$ cat src/rtl/mmcm_lock_supervisor.sv
// MMCM lock supervisor: pulses MMCM_RST, waits for a stable synchronised LOCKED,
// retries failed locks a bounded number of times and releases downstream resets in stagger order.
module mmcm_lock_supervisor #(
    parameter int RST_CYCLES    = 16,
    parameter int LOCK_TIMEOUT  = 100000,
    parameter int STABLE_CYCLES = 1024,
    parameter int MAX_RETRIES   = 3,
    parameter int NUM_OUT       = 2,
    parameter int STAGGER       = 8,
    localparam int RW = (MAX_RETRIES > 0) ? $clog2(MAX_RETRIES + 1) : 1
) (
    input  logic               CLKIN,
    input  logic               RSTN,
    input  logic               MMCM_LOCKED,
    input  logic               RELOCK_REQ,
    output logic               MMCM_RST,
    output logic [NUM_OUT-1:0] RST_OUT,
    output logic               READY,
    output logic               FAULT,
    output logic [RW-1:0]      RETRIES
);

    localparam int REL_SPAN = (NUM_OUT - 1) * STAGGER + 1;
    localparam int MAX_A    = (RST_CYCLES > LOCK_TIMEOUT) ? RST_CYCLES : LOCK_TIMEOUT;
    localparam int MAX_B    = (STABLE_CYCLES > REL_SPAN) ? STABLE_CYCLES : REL_SPAN;
    localparam int MAX_ALL  = (MAX_A > MAX_B) ? MAX_A : MAX_B;
    localparam int CW       = $clog2(MAX_ALL) + 1;

    localparam logic [CW-1:0] HOLD_LAST    = CW'(RST_CYCLES - 1);
    localparam logic [CW-1:0] TIMEOUT_LAST = CW'(LOCK_TIMEOUT - 1);
    // The WAIT_LOCK cycle that first sees lock counts as the first stable cycle.
    localparam logic [CW-1:0] SETTLE_LAST  = CW'((STABLE_CYCLES > 1) ? STABLE_CYCLES - 2 : 0);
    localparam logic [CW-1:0] RELEASE_LAST = CW'((NUM_OUT - 1) * STAGGER);
    localparam logic [RW-1:0] MAX_R        = RW'(MAX_RETRIES);

    typedef enum logic [2:0] {
        ST_HOLD,
        ST_WAIT_LOCK,
        ST_SETTLE,
        ST_RELEASE,
        ST_RUN,
        ST_FAULT
    } state_t;

    state_t             state_q, state_d;
    logic [CW-1:0]      cnt_q, cnt_d;
    logic [RW-1:0]      retries_q, retries_d;
    logic               sync_meta_q, lock_s_q;
    logic               mmcm_rst_q, mmcm_rst_d;
    logic [NUM_OUT-1:0] rst_out_q, rst_out_d;
    logic               ready_q, ready_d;
    logic               fault_q, fault_d;

    // Two-flop synchroniser for the asynchronous LOCKED pin.
    always_ff @(posedge CLKIN or negedge RSTN) begin
        if (!RSTN) begin
            sync_meta_q <= 1'b0;
            lock_s_q    <= 1'b0;
        end else begin
            sync_meta_q <= MMCM_LOCKED;
            lock_s_q    <= sync_meta_q;
        end
    end

    // Next-state, counter and retry bookkeeping; RELOCK_REQ overrides everything.
    always_comb begin
        state_d   = state_q;
        cnt_d     = cnt_q;
        retries_d = retries_q;
        if (RELOCK_REQ) begin
            state_d   = ST_HOLD;
            cnt_d     = {CW{1'b0}};
            retries_d = {RW{1'b0}};
        end else begin
            case (state_q)
                ST_HOLD: begin
                    if (cnt_q == HOLD_LAST) begin
                        state_d = ST_WAIT_LOCK;
                        cnt_d   = {CW{1'b0}};
                    end else begin
                        cnt_d = cnt_q + CW'(1);
                    end
                end
                ST_WAIT_LOCK: begin
                    if (lock_s_q) begin
                        cnt_d = {CW{1'b0}};
                        if (STABLE_CYCLES > 1) begin
                            state_d = ST_SETTLE;
                        end else begin
                            state_d = ST_RELEASE;
                        end
                    end else if (cnt_q == TIMEOUT_LAST) begin
                        cnt_d = {CW{1'b0}};
                        if (retries_q == MAX_R) begin
                            state_d = ST_FAULT;
                        end else begin
                            state_d   = ST_HOLD;
                            retries_d = retries_q + RW'(1);
                        end
                    end else begin
                        cnt_d = cnt_q + CW'(1);
                    end
                end
                ST_SETTLE: begin
                    if (!lock_s_q) begin
                        state_d = ST_WAIT_LOCK;
                        cnt_d   = {CW{1'b0}};
                    end else if (cnt_q == SETTLE_LAST) begin
                        state_d = ST_RELEASE;
                        cnt_d   = {CW{1'b0}};
                    end else begin
                        cnt_d = cnt_q + CW'(1);
                    end
                end
                ST_RELEASE: begin
                    if (!lock_s_q) begin
                        state_d = ST_HOLD;
                        cnt_d   = {CW{1'b0}};
                    end else if (cnt_q == RELEASE_LAST) begin
                        state_d   = ST_RUN;
                        cnt_d     = {CW{1'b0}};
                        retries_d = {RW{1'b0}};
                    end else begin
                        cnt_d = cnt_q + CW'(1);
                    end
                end
                ST_RUN: begin
                    cnt_d = {CW{1'b0}};
                    if (!lock_s_q) begin
                        state_d = ST_HOLD;
                    end else begin
                        state_d = ST_RUN;
                    end
                end
                ST_FAULT: begin
                    cnt_d = {CW{1'b0}};
                end
                default: begin
                    state_d = ST_HOLD;
                    cnt_d   = {CW{1'b0}};
                end
            endcase
        end
    end

    // Outputs are decoded from the next state so they change on the same edge as the state.
    always_comb begin
        mmcm_rst_d = (state_d == ST_HOLD) || (state_d == ST_FAULT);
        ready_d    = (state_d == ST_RUN);
        fault_d    = (state_d == ST_FAULT);
        rst_out_d  = {NUM_OUT{1'b1}};
        for (int i = 0; i < NUM_OUT; i++) begin
            if (state_d == ST_RUN) begin
                rst_out_d[i] = 1'b0;
            end else if ((state_d == ST_RELEASE) && (cnt_d >= CW'(i * STAGGER))) begin
                rst_out_d[i] = 1'b0;
            end else begin
                rst_out_d[i] = 1'b1;
            end
        end
    end

    // FSM state, counter and registered outputs.
    always_ff @(posedge CLKIN or negedge RSTN) begin
        if (!RSTN) begin
            state_q    <= ST_HOLD;
            cnt_q      <= {CW{1'b0}};
            retries_q  <= {RW{1'b0}};
            mmcm_rst_q <= 1'b1;
            rst_out_q  <= {NUM_OUT{1'b1}};
            ready_q    <= 1'b0;
            fault_q    <= 1'b0;
        end else begin
            state_q    <= state_d;
            cnt_q      <= cnt_d;
            retries_q  <= retries_d;
            mmcm_rst_q <= mmcm_rst_d;
            rst_out_q  <= rst_out_d;
            ready_q    <= ready_d;
            fault_q    <= fault_d;
        end
    end

    assign MMCM_RST = mmcm_rst_q;
    assign RST_OUT  = rst_out_q;
    assign READY    = ready_q;
    assign FAULT    = fault_q;
    assign RETRIES  = retries_q;

endmodule

$ cat config.mk
export PLATFORM = sky130hd
export DESIGN_NAME = mmcm_lock_supervisor
export DESIGN_NICKNAME = d
export VERILOG_FILES = /design/src/rtl/mmcm_lock_supervisor.sv
export SDC_FILE = /design/constraint.sdc
export NUM_CORES = 1
export LEC_CHECK = 0
export ABC_CLOCK_PERIOD_IN_PS = 3060
export CORE_AREA = 2 2 57 72
export DETAILED_ROUTE_END_ITERATION = 7
export DIE_AREA = 0 0 59 74
export GPL_TIMING_DRIVEN = 0
export PLACE_DENSITY = 0.71
export SETUP_SLACK_MARGIN = 0.3
export SKIP_CTS_REPAIR_TIMING = 1
export SLEW_MARGIN = 5
export SYNTH_ARGS = -nofsm -noshare
export SYNTH_HDL_FRONTEND = slang
export SYNTH_SLANG_ARGS = --single-unit
export TNS_END_PERCENT = 50
$ cat constraint.sdc
create_clock -name CLKIN -period 3.06 [get_ports CLKIN]
set_clock_uncertainty 0.1 [all_clocks]
set_input_delay 0.765 -clock CLKIN [delete_from_list [all_inputs] [get_ports CLKIN]]
set_output_delay 0.765 -clock CLKIN [all_outputs]
set_load 0.01 [all_outputs]
[After elaboration in Yosys (flattened, before gate mapping)]
Index checks and enable logic that the tools add are counted.
Operators by class
  $add $sub $neg: 2
  reductions and logical operators: 7
  muxes and demuxes: 31
  equal/unequal tests: 18
  $lt $le $gt $ge: 2
Operators with widths (number)
  $mux 18: 8
  $pmux 18 s4: 1
  $eq 18x4->1 const B: 2
  $mux 3: 10
  $add 18x1->18 const B: 1
  $eq 18x10->1 const B: 1
  $eq 18x17->1 const B: 1
  $ge 18x1->1 const B: 1
  $ge 18x4->1 const B: 1
  $pmux 3 s6: 1
  $ne 3x3->1 const B: 5
  $eq 3x3->1 const B: 4
  $mux 2: 6
  $eq 3x2->1 const B: 3
  $logic_not 3->1: 2
  $reduce_and 6->1: 1
  $mux 1: 4
  $pmux 2 s2: 1
  $eq 3x1->1 const B: 1
  $reduce_bool 3->1: 1
  $add 2x1->2 const B: 1
  $eq 2x2->1 const B: 1
  $logic_and 1x1->1: 2
  $logic_or 1x1->1: 1
Word-level totals
  bits of input ports: 4
  output and inout port bits: 7
  logic and storage cells: 69
  bits in registers: 30

[Depth between registers and ports, before layout]
Gate-level depths: netlist (run 1).
  depth after elaboration: 10
  depth in mapped cells: 9
  gate-level depth less buffers: 8

[Worst setup path before layout (run 1)]
Ideal clock, no wire load.
  kind: register -> register
  start: reg cnt_q[0]
  end: reg rst_out_q[1] (netlist: RST_OUT[1])
  buffers on the path: 0
  arrival: 2.147 ns
  setup time: 0.077 ns
  stages on the path, launching flop included: 8
  clock period less this slack: 2.325 ns
  path slack: 0.735 ns
  required time: 2.883 ns
  cell sequence: dfrtp_1 > ha_1 > nand3_2 > nor4_2 > or3_2 > a211o_1 > or4_1 > a31oi_1
On the way
  longest elaborated chain between the ends: 9
  elaborated cells between the ends (all ways): 29
  those cells by class: 1 x add/sub; 1 x order compare; 6 x eq/ne; 20 x mux; 1 x reduce/logical
RTL lines
  start: declaration: line 46  | logic [CW-1:0] cnt_q, cnt_d;
  start signal: assignment: line 167  | cnt_q <= {CW{1'b0}};
  start signal: assignment: line 175  | cnt_q <= cnt_d;
  $add 18x1->18 (tied with other cells)
  $mux 18 (tied with other cells): line 119  | end else if (cnt_q == RELEASE_LAST) begin
  $mux 18 (tied with other cells): line 116  | if (!lock_s_q) begin
  $pmux 18 s4 or $pmux 3 s6 (tied branches): line 75  | case (state_q)
  $mux 18 or $mux 3 (tied branches): line 70  | if (RELOCK_REQ) begin
  $ge 18x4->1 or $eq 3x2->1 (tied branches): line 155  | end else if ((state_d == ST_RELEASE) && (cnt_d >= CW'(i * STAGGER))) begin
  $logic_and 1x1->1: line 155
  $mux 1: line 155
  $mux 1 (*): line 153  | if (state_d == ST_RUN) begin
  via rst_out_d[1]: line 50  | logic [NUM_OUT-1:0] rst_out_q, rst_out_d;
  end signal: assignment: line 170  | rst_out_q <= {NUM_OUT{1'b1}};
  end signal: assignment: line 178  | rst_out_q <= rst_out_d;
  end: declaration: line 50
Mark *: on every way through the listed nets, which the timed path passes. The rest lies on a longest branch.
A chain may end at the register's enable or synchronous reset.

[Worst setup path in the final report (run 1)]
  start: reg cnt_q[1]
  end: reg rst_out_q[1] (netlist: RST_OUT[1])
Same word-level chain as after synthesis.

==> reports/metrics.cfg, run 1 <==
[yosys]
syn_area_per_cell_sq_um=9.50
synth_edf_count=0
synth.area.top_cells=dfrtp_1 (35%), nor2_1 (5.2%), xnor2_1 (4.5%)
ys_ff_latch=30
yosysTopAreaCellShare=0.345
yosysSeqAreaShare=0.386
async_flop_share=1.00
syn_nets=214
synth.largest_area_cell=dfrtp_1
ys_types=61
mappedNetlistArea_sq_um=1960
synthTopCellsByCount=dfrtp_1 (27), nor2_1 (27), nand2_1 (15)
synth_warnings=0
ys_dominant_reg_cell=dfrtp_1
synthCells=206

[clock_tree]
clock_sinks=30
clock-root-buffer=clkbuf_8
clk_pin_slew_ps=60
htree_levels=2
worstSkewPairLatency_ps=290
clock_path_buffers=2
cts_buffers=5
cts_tree=yes

[setup_path]
path_cells=ha_1, nand3_2, nor2_1, mux2i_1, a32oi_1, or4_1, a31oi_1
reg2reg_depth=7
cp.depth=7
crit_fanout=9
arrival_ps=2700
crit_type=register to register
path_buf_inv=0
required_ps=3170
cp_slowest_cell=or4_1
endpoint_kind=register
r2r_start=cnt_q[1]
startpoint_type=register
crit_family=simple AND/OR/NAND/NOR gates
cp_slowest_stage_delay_ps=510
reg2reg_slack_ps=470
cp-startpoint=cnt_q[1]

[place]
dp_hpwl_mm=3.14
dp_slack_ps=379
gp_congestion=0.929
port_buffers=10

[timing]
setup_ws_ps=474
finalSetupViolCount=0
max_freq_mhz=387
hold_viol_final=0
relSlewSlack=0.522
finalMaxSlewViolations=0
period_share=0.845
tightest_slew_ps=712
rsz0062_at_grt=false
finalCriticalPeriod_ps=2590
fin_tns_setup_ps=0

[global_routing]
grt_max_degree=31
grt_pass1_wl_mm=7.41
grt_usage=0.227
antenna_found_initial=0
grt-ovfl-total=0
grt_pass1_vias=1624

[die]
fp.coreArea_sq_um=3690
die_h_microns=74
die_w_microns=59
rows=25
io_pins=11
start_util=0.530
die_area_sq_um=4370

[power]
ir_drop_mv=0.263
swShare=0.218
combPwrFrac=0.061
p_int_mw=0.653
seqPwrFrac=0.495
p_leak_nw=0.950
p_sw_mw=0.182
clockPowerShare=0.444
power_density_nw_per_um2=376
total_power_mw=0.834

[drt]
detail_route.first_pass.iterations=4
finalWirelength_mm=4.33
viasPerCell=6.22
via_count=1641
wire_per_inst_microns=16.4
drt_iter0_drc=107
ant_nets=0
post-route-drc-count=0

[hold_path]
hold_path_depth=0
hold_class=register to register
min_from=sync_meta_q

[finish]
fin_nets=231
syn_to_final_growth_pct=13.4
drive_above_1_share=0.196
antenna-diode-count=0

[job]
cap_violations=0

[status]
outcome=complete, no violations

## layout make-up
cell class	instances	area, sq um
buffer	13	113
clock buffer	8	110
fill	329	1470
inverter	5	18.8
multi-input combinational	158	1080
sequential	30	754
tap	40	50.0
timing repair buffer	10	95.1
## metrics by stage
stage | util | area, sq um | cells | hold slack (ps)
2_1_floorplan | - | 1960 | 206 | 231
3_3_place_gp | 0.571 | 2110 | 256 | 235
3_5_place_dp | 0.571 | 2110 | 256 | 240
4_1_cts | 0.601 | 2220 | 264 | 253
5_1_grt | 0.601 | 2220 | 264 | 278
6_report | 0.601 | 2220 | 264 | 251
## worst reg2reg max path, delay by kind of cell (launching register included)
kind                       cells  cell delay, ps
and+or+nand+nor                3            1180
AOI/OAI and AO/OA              2             270
adders and majority gates      1             290
DFF                            1             440
muxes                          1             240
## state kept, by name (all words and copies together) (netlist names)
name         cells
state_q          3
READY            1
lock_s_q         1
FAULT            1
RST_OUT          2
cnt_q           18
sync_meta_q      1
RETRIES          2
MMCM_RST         1
## cell usage in the layout, fill, tap and decap left out, types with 3 or more instances in the layout
master            n
dfrtp_1          27
nor2_1           27
nand2_1          15
nor3_1           10
xnor2_1          10
clkdlybuf4s50_1   9
nand4_1           8
xor2_1            8
clkbuf_8          8
buf_6             7
a21oi_1           6
nand3_1           6
inv_1             4
nor4_1            4
nor4_2            4
and3_1            4
ha_1              4
dfstp_2           3
buf_2             3
## power by group through the flow
stage | Combinational (mW) | Clock (mW) | Sequential (mW)
2_1_floorplan | 0.0269 | 0 | 0.419
3_3_place_gp | 0.0509 | 0 | 0.419
3_5_place_dp | 0.0523 | 0 | 0.420
4_1_cts | 0.0526 | 0.380 | 0.413
5_1_grt | 0.0572 | 0.389 | 0.414
6_report | 0.0510 | 0.370 | 0.413
## worst paths after layout
kind,end
max,RST_OUT[1]
max reg2reg,RST_OUT[1]
min reg2reg,lock_s_q
max in group asynchronous,cnt_q[11]
min in group asynchronous,cnt_q[0]
min,lock_s_q
## kinds of logic after synthesis
kind of cell | synth area share
and+or+nand+nor | 0.319
xor gates and xnor gates | 0.0806
adders and majority gates | 0.0256
AOI/OAI and AO/OA | 0.106
buffers and inverters | 0.0671
muxes | 0.0160
DFF | 0.386
## routing by layer
layer	vias up	global-route usage	routed length [microns]	share of wire
li1	778	-	-	-
met1	801	0.267	1740	0.40
met2	48	0.383	2280	0.53
met3	14	0.0452	173	0.040
met4	0	0.131	141	0.033
met5	-	0	0	0
Power figures use the tool's default switching activity.
==> inputs of run 2 (changes only) <==
- ABC_CLOCK_PERIOD_IN_PS: 3060 -> 2100
- CORE_AREA: 2 2 57 72 -> 2 2 58 73
- DIE_AREA: 0 0 59 74 -> 0 0 60 75
- PLACE_DENSITY: 0.71 -> 0.72
- clock period: 3.06 -> 2.1 ns (I/O delays scaled with it)
==> run 2 against run 1 <==
  * The flow now finishes with violations (setup timing)
  * Non-clock buffer count is 15 higher
  * Wire length up 4.9%
  * Critical path depth did not move
  * Utilization up 7.7 points
  * Maximum frequency up 12%
  * Critical path type unchanged
==> reports/metrics.cfg, run 2 (synthesis gave the netlist of run 1 again) <==
[timing]
max_freq_mhz=433
finalMaxSlewViolations=0
finalCriticalPeriod_ps=2310
holdWs_ps=158
hold_viol_final=0
tightest_slew_ps=656
rsz0062_at_grt=true
setup_ws_ps=-210
relSlewSlack=0.562
finalSetupViolCount=23
period_share=1.10

[drt]
via_count=1663
wire_per_inst_microns=15.5
post-route-drc-count=0
viasPerCell=5.68
ant_nets=0
drt_iter0_drc=111
finalWirelength_mm=4.55
detail_route.first_pass.iterations=4

[setup_path]
crit_type=register to register
r2r_start=cnt_q[1]
reg2reg_to=RST_OUT[1]
arrival_ps=2430
reg2reg_depth=7
reg2reg_slack_ps=-210
required_ps=2220
endpoint_kind=register
startpoint_type=register
crit_fanout=4

[hold_path]
hold_class=primary input to asynchronous set/reset pin

[finish]
layout_common_cells=dfrtp_1 (24), nor2_1 (23), buf_4 (15), nand2_1 (15), xnor2_1 (10)
fin_nets=246
final_common_cell=dfrtp_1
antenna-diode-count=0
drive_above_1_share=0.343
syn_to_final_growth_pct=31.1
largest_register=cnt_q
reg_top3=cnt_q x18, state_q x3
largest_reg_flops=18
fin_area_sq_um=2560

[global_routing]
antenna_found_initial=0
grt_pass1_vias=1423
grt-ovfl-total=0
grt_max_degree=31
grt_usage=0.202
grt_pass1_wl_mm=6.75

[clock_tree]
worstSkewPairLatency_ps=290
cts_tree=yes
clock_sinks=30
clk_pin_slew_ps=60
clock-root-buffer=clkbuf_8
htree_levels=2
clock_path_buffers=2
cts_buffers=5

[place]
dpl_cell_area_sq_um=2180
gp_congestion=0.869
port_buffers=10
dp_hpwl_mm=2.94

[die]
fp.coreArea_sq_um=3780
die_h_microns=75
start_util=0.517
die_w_microns=60
die_area_sq_um=4500
rows=25
io_pins=11

[status]
outcome=finished with violations
violations=setup timing

[power]
p_leak_nw=1.15
ir_drop_mv=0.485
power_density_nw_per_um2=558

[job]
cap_violations=0

-- run 2: changes by cell type in the layout (fill, tap and decap cells not counted), moves of 3 or more --
cell,delta
nor3_1,-3
nor2_2,+4
dfrtp_2,+3
clkdlybuf4s50_1,-6
nor3_2,+3
nor2_1,-4
dfrtp_1,-3
nor4_4,+3
dlymetal6s2s_1,+6
buf_4,+13
-- run 2: metal layers --
metal	routed length (microns)	GRT usage
met2	2290	0.348
met5	0	0
met3	125	0.0361
met1	1990	0.247
met4	142	0.0815
-- run 2: cell type report --
cell class                 instances  area [sq um]
clock buffer                       6          82.6
sequential                        30           758
fill                             293          1220
timing repair buffer              25           226
tap                               54          67.6
clock inverter                     2          60.1
inverter                           5          18.8
multi-input combinational        158          1230
buffer                            13           118
-- run 2: how the worst max path moves through the flow --
stage,startpoint,to,slack (ps)
6_report,cnt_q[1],RST_OUT[1],-210
5_1_grt,cnt_q[13],cnt_q[12],-290
4_1_cts,cnt_q[10],RST_OUT[1],-380
3_5_place_dp,RELOCK_REQ,cnt_q[15],-380
3_3_place_gp,cnt_q[10],RST_OUT[1],-360
2_1_floorplan,cnt_q[1],RST_OUT[1],-50
-- run 2: through the flow --
step	worst slack, ps	setup TNS (ps)	power, mW	util	std cells
2_1_floorplan	-49.0	-49.0	0.656	-	206
3_3_place_gp	-358	-9500	0.692	0.576	270
3_5_place_dp	-379	-10470	0.694	0.576	270
4_1_cts	-382	-3960	1.42	0.614	278
5_1_grt	-291	-5450	1.48	0.678	293
6_report	-210	-3510	1.43	0.678	293
-- run 2: worst max-delay path, cell delays in order, from the launching register on --
cell and delay, ps:
dfrtp_2 440, ha_4 190, nand2b_1 150, mux2_2 270, o32ai_2 250, nand4_1 120
or4_1 560, a31oi_1 160
-- run 2: power by group --
group / internal [mW] / switching, mW / total [mW]
Sequential: 0.591 / 0.0113 / 0.603
Combinational: 0.0438 / 0.0546 / 0.0983
Clock: 0.506 / 0.225 / 0.731
Total: 1.14 / 0.291 / 1.43
==> inputs of run 3 (changes only) <==
- SKIP_LAST_GASP: default -> 1
==> run 3 against run 2 <==
  * The flow still finishes with violations (setup timing)
  * Utilization fell by 0.63 points
  * Worst hold slack lost 2.2 ps
  * Combinational power grew 0.4%
  * Clock power hardly changed
  * Sequential power hardly changed
  * Maximum frequency hardly changed
  * Critical path depth rose by 1
  * Via count rose by 1.6%
==> reports/metrics.cfg, run 3 (synthesis gave the netlist of run 1 again) <==
[setup_path]
cp_slowest_cell=or4_4
arrival_ps=2390
required_ps=2180
crit_family=simple AND/OR/NAND/NOR gates
cp_slowest_stage_delay_ps=540
startpoint_type=register
path_cells=buf_4, or4_4, nor3_4, a21oi_2, o21bai_4, a21oi_4, buf_6, nor2_1
crit_fanout=8
endpoint_kind=register
crit_type=register to register
path_buf_inv=2

[global_routing]
grt_max_degree=31
antenna_found_initial=0
grt-ovfl-total=0
grt_usage=0.202
grt_pass1_wl_mm=6.75
grt_pass1_vias=1423

[finish]
layout_common_cells=dfrtp_1 (24), nor2_1 (23), buf_4 (16), nand2_1 (15), xnor2_1 (10)
syn_to_final_growth_pct=29.9
largest_reg_flops=18
drive_above_1_share=0.339
reg_top3=cnt_q x18, state_q x3
fin_nets=246
final_common_cell=dfrtp_1
largest_register=cnt_q
antenna-diode-count=0

[timing]
max_freq_mhz=433
relSlewSlack=0.565
finalMaxSlewViolations=0
finalSetupViolCount=23
holdWs_ps=156
setup_ws_ps=-211
hold_viol_final=0
rsz0062_at_grt=true
period_share=1.10
finalCriticalPeriod_ps=2310
tightest_slew_ps=652
fin_tns_setup_ps=-3640

[die]
die_h_microns=75
die_w_microns=60
fp.coreArea_sq_um=3780
start_util=0.517
io_pins=11
rows=25
die_area_sq_um=4500

[drt]
drt_iter0_drc=139
wire_per_inst_microns=15.5
detail_route.first_pass.iterations=5
via_count=1689
post-route-drc-count=0
finalWirelength_mm=4.53
viasPerCell=5.76
ant_nets=0

[clock_tree]
worstSkewPairLatency_ps=290
cts_tree=yes
clock_sinks=30
htree_levels=2
clk_pin_slew_ps=70
clock_path_buffers=2
cts_buffers=5
clock-root-buffer=clkbuf_8

[job]
cap_violations=0

[status]
violations=setup timing
outcome=finished with violations

[power]
total_power_mw=1.43
p_leak_nw=1.09
power_density_nw_per_um2=564
ir_drop_mv=0.485

[place]
gp_congestion=0.869
dp_slack_ps=-379
dp_hpwl_mm=2.94
port_buffers=10

[hold_path]
hold_class=primary input to asynchronous set/reset pin

==> run 3: metrics by stage <==
step	area [sq um]	util	cells
after floorplan	2010	-	206
after global placement	2180	0.576	270
after detailed placement	2180	0.576	270
after CTS	2320	0.614	278
after global routing	2540	0.671	293
final	2540	0.671	293
==> run 3: path summary, 6_finish.rpt <==
check                      cells after the start  slack, ps    endpoint         from
setup / recovery                               8       -210   cnt_q[12]    cnt_q[11]
hold reg to reg                                0        260    lock_s_q  sync_meta_q
min in group CLKIN                             0        260    lock_s_q  sync_meta_q
setup reg to reg                               8       -210   cnt_q[12]    cnt_q[11]
max in group asynchronous                      1       1280   cnt_q[16]         RSTN
hold / removal                                 1        160  RETRIES[0]         RSTN
==> run 3: routing by layer <==
layer | global-route usage | part of all wire
met4 | 0.0815 | 0.031
met5 | 0 | 0
met3 | 0.0361 | 0.032
met2 | 0.348 | 0.50
met1 | 0.247 | 0.43
==> run 3: cell type report <==
type / count / area [sq um]
Clock buffer: 6 / 82.6
Inverter: 5 / 18.8
Sequential cell: 30 / 758
Tap cell: 54 / 67.6
Multi-Input combinational cell: 158 / 1230
Fill cell: 298 / 1240
Timing Repair Buffer: 25 / 211
Buffer: 13 / 114
Clock inverter: 2 / 60.1
==> run 3: report_power, final <==
group | internal [mW] | switching [mW] | total (mW)
logic | 0.0446 | 0.0541 | 0.0987
clock network | 0.506 | 0.225 | 0.731
registers | 0.591 | 0.0113 | 0.603
total | 1.14 | 0.291 | 1.43
